File: src/rtl/mux3_rr_arbiter_pkg.sv
// Shared definitions for the three-requester round-robin bus arbiter:
// state encoding, select codes and small index helpers.
package mux3_rr_arbiter_pkg;

   localparam int NUM_REQ = 3;

   typedef enum logic {
      IDLE = 1'b0,
      BUSY = 1'b1
   } arbState_t;

   localparam logic [1:0] SEL_R0 = 2'b00;
   localparam logic [1:0] SEL_R1 = 2'b01;
   localparam logic [1:0] SEL_R2 = 2'b10;

   // Reduces a small sum (0..5) modulo 3.
   function automatic logic [1:0] wrap3(input logic [2:0] v);
      if (v >= 3'd3) begin
         return 2'(v - 3'd3);
      end
      return v[1:0];
   endfunction

   function automatic logic [1:0] oneHotToSel(input logic [NUM_REQ-1:0] oh);
      if (oh[2]) begin
         return SEL_R2;
      end
      if (oh[1]) begin
         return SEL_R1;
      end
      return SEL_R0;
   endfunction

endpackage

File: src/rtl/mux3_rr_arbiter_pick.sv
// rr_pick3: combinational round-robin picker. The search starts at iPtr and
// wraps; oWin is the one-hot winner, oValid flags that anyone was asking.
module rr_pick3
   import mux3_rr_arbiter_pkg::*;
(
   input  logic [NUM_REQ-1:0] iReq,
   input  logic [1:0]         iPtr,
   output logic [NUM_REQ-1:0] oWin,
   output logic               oValid
);

   logic [NUM_REQ-1:0] rotReq;
   logic [NUM_REQ-1:0] rotWin;

   genvar gi;
   generate
      for (gi = 0; gi < NUM_REQ; gi++) begin : gRotate
         logic [1:0] srcIdx;
         logic [1:0] posIdx;
         // srcIdx: requester looked at in search slot gi; posIdx: slot holding requester gi
         assign srcIdx     = wrap3({1'b0, iPtr} + 3'(gi));
         assign posIdx     = wrap3(3'(gi) + 3'd3 - {1'b0, iPtr});
         assign rotReq[gi] = iReq[srcIdx];
         assign oWin[gi]   = rotWin[posIdx];
      end
   endgenerate

   assign rotWin[0] = rotReq[0];
   assign rotWin[1] = rotReq[1] & ~rotReq[0];
   assign rotWin[2] = rotReq[2] & ~(|rotReq[1:0]);
   assign oValid    = |iReq;

endmodule

File: src/rtl/mux3_rr_arbiter.sv
// Three-requester round-robin bus arbiter with registered grant and a
// combinational data mux. Define MUX3_ARB_TIMEOUT_EN to bound grant tenure.
module mux3_rr_arbiter
   import mux3_rr_arbiter_pkg::*;
#(
   parameter int WIDTH   = 32,
   parameter int TIMEOUT = 16
) (
   input  logic               iClk,
   input  logic               iRst_n,
   input  logic [2:0]         iReq,
   input  logic [WIDTH-1:0]   iData0,
   input  logic [WIDTH-1:0]   iData1,
   input  logic [WIDTH-1:0]   iData2,
   output logic [2:0]         oGnt,
   output logic [1:0]         oS,
   output logic [WIDTH-1:0]   oData,
   output logic               oBusy,
   output logic               oTimeout
);

   arbState_t  stateReg, stateNext;
   logic [2:0] gntReg, gntNext;
   logic [1:0] selReg, selNext;
   logic [1:0] ptrReg, ptrNext;
   logic       busyReg;

   logic [2:0] pickReq;
   logic [2:0] pickWin;
   logic [1:0] pickPtr;
   logic       pickValid;
   logic       ownerReq;
   logic       timeoutHit;
   logic       doRelease;
   logic       newGrant;

   assign ownerReq = |(iReq & gntReg);

   // On release the owner is masked out and the search starts just after it.
   assign pickReq   = (stateReg == BUSY) ? (iReq & ~gntReg) : iReq;
   assign pickPtr   = (stateReg == BUSY) ? wrap3({1'b0, selReg} + 3'd1) : ptrReg;
   assign doRelease = (stateReg == BUSY) && (!ownerReq || timeoutHit);

   rr_pick3 uPick (
      .iReq   (pickReq),
      .iPtr   (pickPtr),
      .oWin   (pickWin),
      .oValid (pickValid)
   );

   always_comb begin
      stateNext = stateReg;
      gntNext   = gntReg;
      selNext   = selReg;
      ptrNext   = ptrReg;
      newGrant  = 1'b0;
      if (stateReg == IDLE || doRelease) begin
         if (doRelease) begin
            ptrNext = pickPtr;
         end
         if (pickValid) begin
            stateNext = BUSY;
            gntNext   = pickWin;
            selNext   = oneHotToSel(pickWin);
            newGrant  = 1'b1;
         end else begin
            stateNext = IDLE;
            gntNext   = '0;
            selNext   = SEL_R0;
         end
      end
   end

   always_ff @(posedge iClk or negedge iRst_n) begin
      if (!iRst_n) begin
         stateReg <= IDLE;
         gntReg   <= '0;
         selReg   <= SEL_R0;
         ptrReg   <= 2'd0;
         busyReg  <= 1'b0;
      end else begin
         stateReg <= stateNext;
         gntReg   <= gntNext;
         selReg   <= selNext;
         ptrReg   <= ptrNext;
         busyReg  <= |gntNext;
      end
   end

`ifdef MUX3_ARB_TIMEOUT_EN
   localparam int CW = (TIMEOUT > 1) ? $clog2(TIMEOUT) : 1;

   logic [CW-1:0] cntReg, cntNext;
   logic          timeoutReg;

   assign timeoutHit = ownerReq && (cntReg == CW'(TIMEOUT - 1));

   always_comb begin
      cntNext = cntReg;
      if (newGrant) begin
         cntNext = '0;
      end else if (stateReg == BUSY) begin
         cntNext = cntReg + 1'b1;
      end
   end

   always_ff @(posedge iClk or negedge iRst_n) begin
      if (!iRst_n) begin
         cntReg     <= '0;
         timeoutReg <= 1'b0;
      end else begin
         cntReg     <= cntNext;
         timeoutReg <= doRelease && timeoutHit;
      end
   end

   assign oTimeout = timeoutReg;
`else
   assign timeoutHit = 1'b0;
   assign oTimeout   = 1'b0;
`endif

   always_comb begin
      case (selReg)
         SEL_R1:  oData = iData1;
         SEL_R2:  oData = iData2;
         default: oData = iData0;
      endcase
   end

   assign oGnt  = gntReg;
   assign oS    = selReg;
   assign oBusy = busyReg;

endmodule

File: config.mk
export PLATFORM = sky130hd
export DESIGN_NAME = mux3_rr_arbiter
export DESIGN_NICKNAME = d
export VERILOG_FILES = /design/src/rtl/mux3_rr_arbiter_pkg.sv /design/src/rtl/mux3_rr_arbiter_pick.sv /design/src/rtl/mux3_rr_arbiter.sv
export SDC_FILE = /design/constraint.sdc
export NUM_CORES = 1
export LEC_CHECK = 0
export BUFFER_PORTS_ARGS = -buffer_cell sky130_fd_sc_hd__buf_4
export CAP_MARGIN = 20
export CORE_MARGIN = 5
export CORE_UTILIZATION = 35
export CTS_CLUSTER_SIZE = 40
export DETAILED_ROUTE_END_ITERATION = 7
export GPL_TIMING_DRIVEN = 0
export PLACE_DENSITY = 0.79
export SLEW_MARGIN = 20
export SYNTH_ARGS = -nofsm -noshare
export SYNTH_HDL_FRONTEND = slang
export SYNTH_HIERARCHICAL = 1
export SYNTH_SLANG_ARGS = --single-unit
File: constraint.sdc
create_clock -name iClk -period 3.05 [get_ports iClk]
set_input_delay 0.305 -clock iClk [delete_from_list [all_inputs] [get_ports iClk]]
set_output_delay 0.305 -clock iClk [all_outputs]
set_load 0.03 [all_outputs]
==> flow_summary.json <==
{
  "clockRootBuffer": "clkbuf_4",
  "hold_buffers": 1,
  "cp_num_buf_inv": 3,
  "syn_area_per_cell_um2": 6.868,
  "fin_cells": 373,
  "dp_cells": 368,
  "fp.dieH_um": 70.09,
  "synth_top_cell_by_area": "a22oi_1",
  "drive_gt1_frac": 0.4495,
  "crit_cells": 11,
  "seq_area_um2": 225.2,
  "syn_to_final_growth_pct": 89.41,
  "outcome": "complete, no violations",
  "grt_pass1_wl_um": 9280,
  "path_clk_slew_ns": 0.06,
  "crit_arrival_ns": 3.00,
  "htreeDepth": 1,
  "ys_seq_area_frac": 0.1782,
  "critical_path.startpoint_type": "flip-flop",
  "synth_cell_type_count": 35,
  "drt_iter0_drc": 161,
  "p_per_area_mw_per_mm2": 919.5,
  "synth.net_count": 291,
  "n_fill_cell": 320,
  "cts_resized": 0,
  "synthAdderAreaFrac": 0.05941,
  "grt_max_degree": 11,
  "crit_family": "adder cells",
  "drv_cap": 0,
  "critPathLaunch": "oS[0]$_DFFE_PN0P_",
  "slowest_delay_ns": 0.45,
  "r2r_cells": 11,
  "ir_drop_mv": 0.5315,
  "fin_util": 0.7007,
  "clk_latency_ns": 0.26,
  "grt_pass1_vias": 1737,
  "cp.required_ns": 3.21,
  "wl_per_cell_um": 16.08,
  "antenna_found_initial": 0,
  "worstPathCellList": "inv_1 -> ha_1 -> clkbuf_1 -> mux2_2 -> inv_1 -> ha_1 -> nor4b_2 -> a32oi_1 -> o21ai_1 -> nand2_1 -> o32ai_1",
  "fmax_mhz": 351.9,
  "ant_nets": 0,
  "globalRouteOverflowTotal": 0,
  "gp_congestion": 0.8710,
  "die_area_mm2": 0.004913,
  "final_common_cell": "buf_4",
  "p_leak_uw": 0.001187,
  "start_util": 0.3700,
  "die_w_um": 70.09,
  "dpl.hpwl_um": 4940,
  "firstDrtPassIters": 4,
  "cts_buffers": 3,
  "post-route-drc-count": 0,
  "min_period_over_period": 0.9316,
  "maxSlewViolCount": 0,
  "synth_area_mm2": 0.001264,
  "cts_sinks": 9,
  "worstSetupPathType": "flip-flop to flip-flop",
  "vias_per_cell": 5.155,
  "ios": 140,
  "cts_buffer_depth": 2,
  "ys_ff_latch": 9,
  "finalHoldViolations": 0,
  "crit_fanout": 10,
  "finClkSkew_ns": 0.002524,
  "crit_slowest_cell": "dfrtp_1",
  "final_cell_mix": "buf_4 (139), nand2_1 (42), a22oi_1 (33)",
  "yosys_warnings": 6,
  "finalSetupViolations": 0,
  "synth-compound-area-share": 0.4248,
  "rows": 21,
  "synth.area.mux_share": 0.05941,
  "postCtsSetupRepairBufs": 0,
  "io_buffers": 138,
  "synth_cells": 184,
  "final.min_clock_period_ns": 2.841,
  "total_power_uw": 2201,
  "worstSetupEndpointType": "flip-flop",
  "final_nets": 435,
  "fin_tns_setup_ns": 0,
  "synth_top_family_by_area": "compound AO/OA/AOI/OAI gates",
  "synth_xor_area_frac": 0,
  "yosys.area_share.simple": 0.1941,
  "rsz0062_at_grt": "false",
  "hold_slack_ns": 0.4155,
  "cts_tree": "yes",
  "wl_um": 5998,
  "yosysTopAreaCellShare": 0.1960,
  "insertedDiodeCount": 0,
  "hold_path_class": "input port to async pin",
  "worstMarginPinSlew_ns": 0.8047,
  "via_count": 1923,
  "slew_headroom": 0.4635,
  "grtUsageTotal": 0.2305,
  "multi_input_area_um2": 935.9,
  "reg2reg_from": "oS[0]$_DFFE_PN0P_",
  "synth_area_leaders": "a22oi_1 (20%), dfrtp_1 (18%), nand2_1 (12%), o21ai_1 (12%), ha_1 (5.9%)",
  "core_area_mm2": 0.003416
}
[registers in the layout, summed over array words and instances, names as in the netlist]
name,cells
oGnt,3
oS,2
ptrReg,2
oBusy,1
stateReg,1
[layer usage]
metal / up-vias / GRT usage / part of all wire / wire [um]
li1: 965 / - / - / -
met1: 854 / 0.2947 / 0.42 / 2502
met2: 94 / 0.3893 / 0.50 / 2976
met3: 10 / 0.04304 / 0.066 / 393
met4: 0 / 0.07234 / 0.021 / 126
met5: - / 0 / 0 / 0
[through the flow]
stage | cell area (um^2) | setup slack, ns
final | 2394 | 0.2086
after global placement | 2357 | 0.3356
after global routing | 2394 | 0.01870
after detailed placement | 2357 | 0.2353
after floorplan | 1264 | 0.4244
after CTS | 2394 | 0.2141
[report_power, final]
group / internal, uW / switching [uW] / total (uW)
Combinational: 738 / 1180 / 1910
Clock: 50.4 / 40.8 / 91.1
Sequential: 168 / 27.2 / 195
[kinds of logic (layout without fill, tap and decap cells)]
family / Yosys count / in the layout
AOI/OAI and AO/OA: 83 / 83
adders and majority gates: 6 / 6
buffers and inverters: 24 / 167
DFF: 9 / 9
muxes: 7 / 7
other: 1 / 1
and+or+nand+nor: 54 / 54
[cells in the mapped netlist (all sizes together)]
master and number:
o2bb2ai 1, o21ai 36, o32ai 1, conb 1, ha 6, o2111ai 1
a2bb2oi 1, a32oi 1, mux2i 3, inv 7, o22ai 3, o31ai 1
a32o 1, nand2b 3, nor4b 1, mux2 4, a222oi 1, a31oi 1
a21oi 1, clkbuf 14, a22oi 33, buf 3, dfrtp 9, nand2 42
or3 1, nor2b 2, nand3b 1, or2 1, and2 3, o211ai 1
[worst reg2reg max path, cell delays in order (launching register included)]
cell	delay [ns]
dfrtp_1	0.45
inv_1	0.08
ha_1	0.33
clkbuf_1	0.34
mux2_2	0.27
inv_1	0.05
ha_1	0.37
nor4b_2	0.30
a32oi_1	0.14
o21ai_1	0.12
nand2_1	0.10
o32ai_1	0.22
[path summary, 6_finish.rpt]
path / slack [ns] / end
worst max-delay path: 0.21 / oS[0]$_DFFE_PN0P_
worst min-delay path: 0.42 / oGnt[1]$_DFF_PN0_
worst max register to register: 0.21 / oS[0]$_DFFE_PN0P_
worst min register to register: 0.49 / ptrReg[1]$_DFFE_PN0P_
max in group asynchronous: 2.50 / ptrReg[0]$_DFFE_PN0P_
min in group iClk: 0.48 / oS[0]$_DFFE_PN0P_
[final cells by class]
| class | count | share of cell area |
|---|---|---|
| Timing Repair Buffer | 139 | 0.4370 |
| Multi-Input combinational cell | 151 | 0.3910 |
| Sequential cell | 9 | 0.09409 |
| Buffer | 17 | 0.03189 |
| Tap cell | 46 | 0.02405 |
| Clock buffer | 4 | 0.01098 |
| Inverter | 7 | 0.01098 |
No activity file was read; power rests on OpenSTA's default activity.
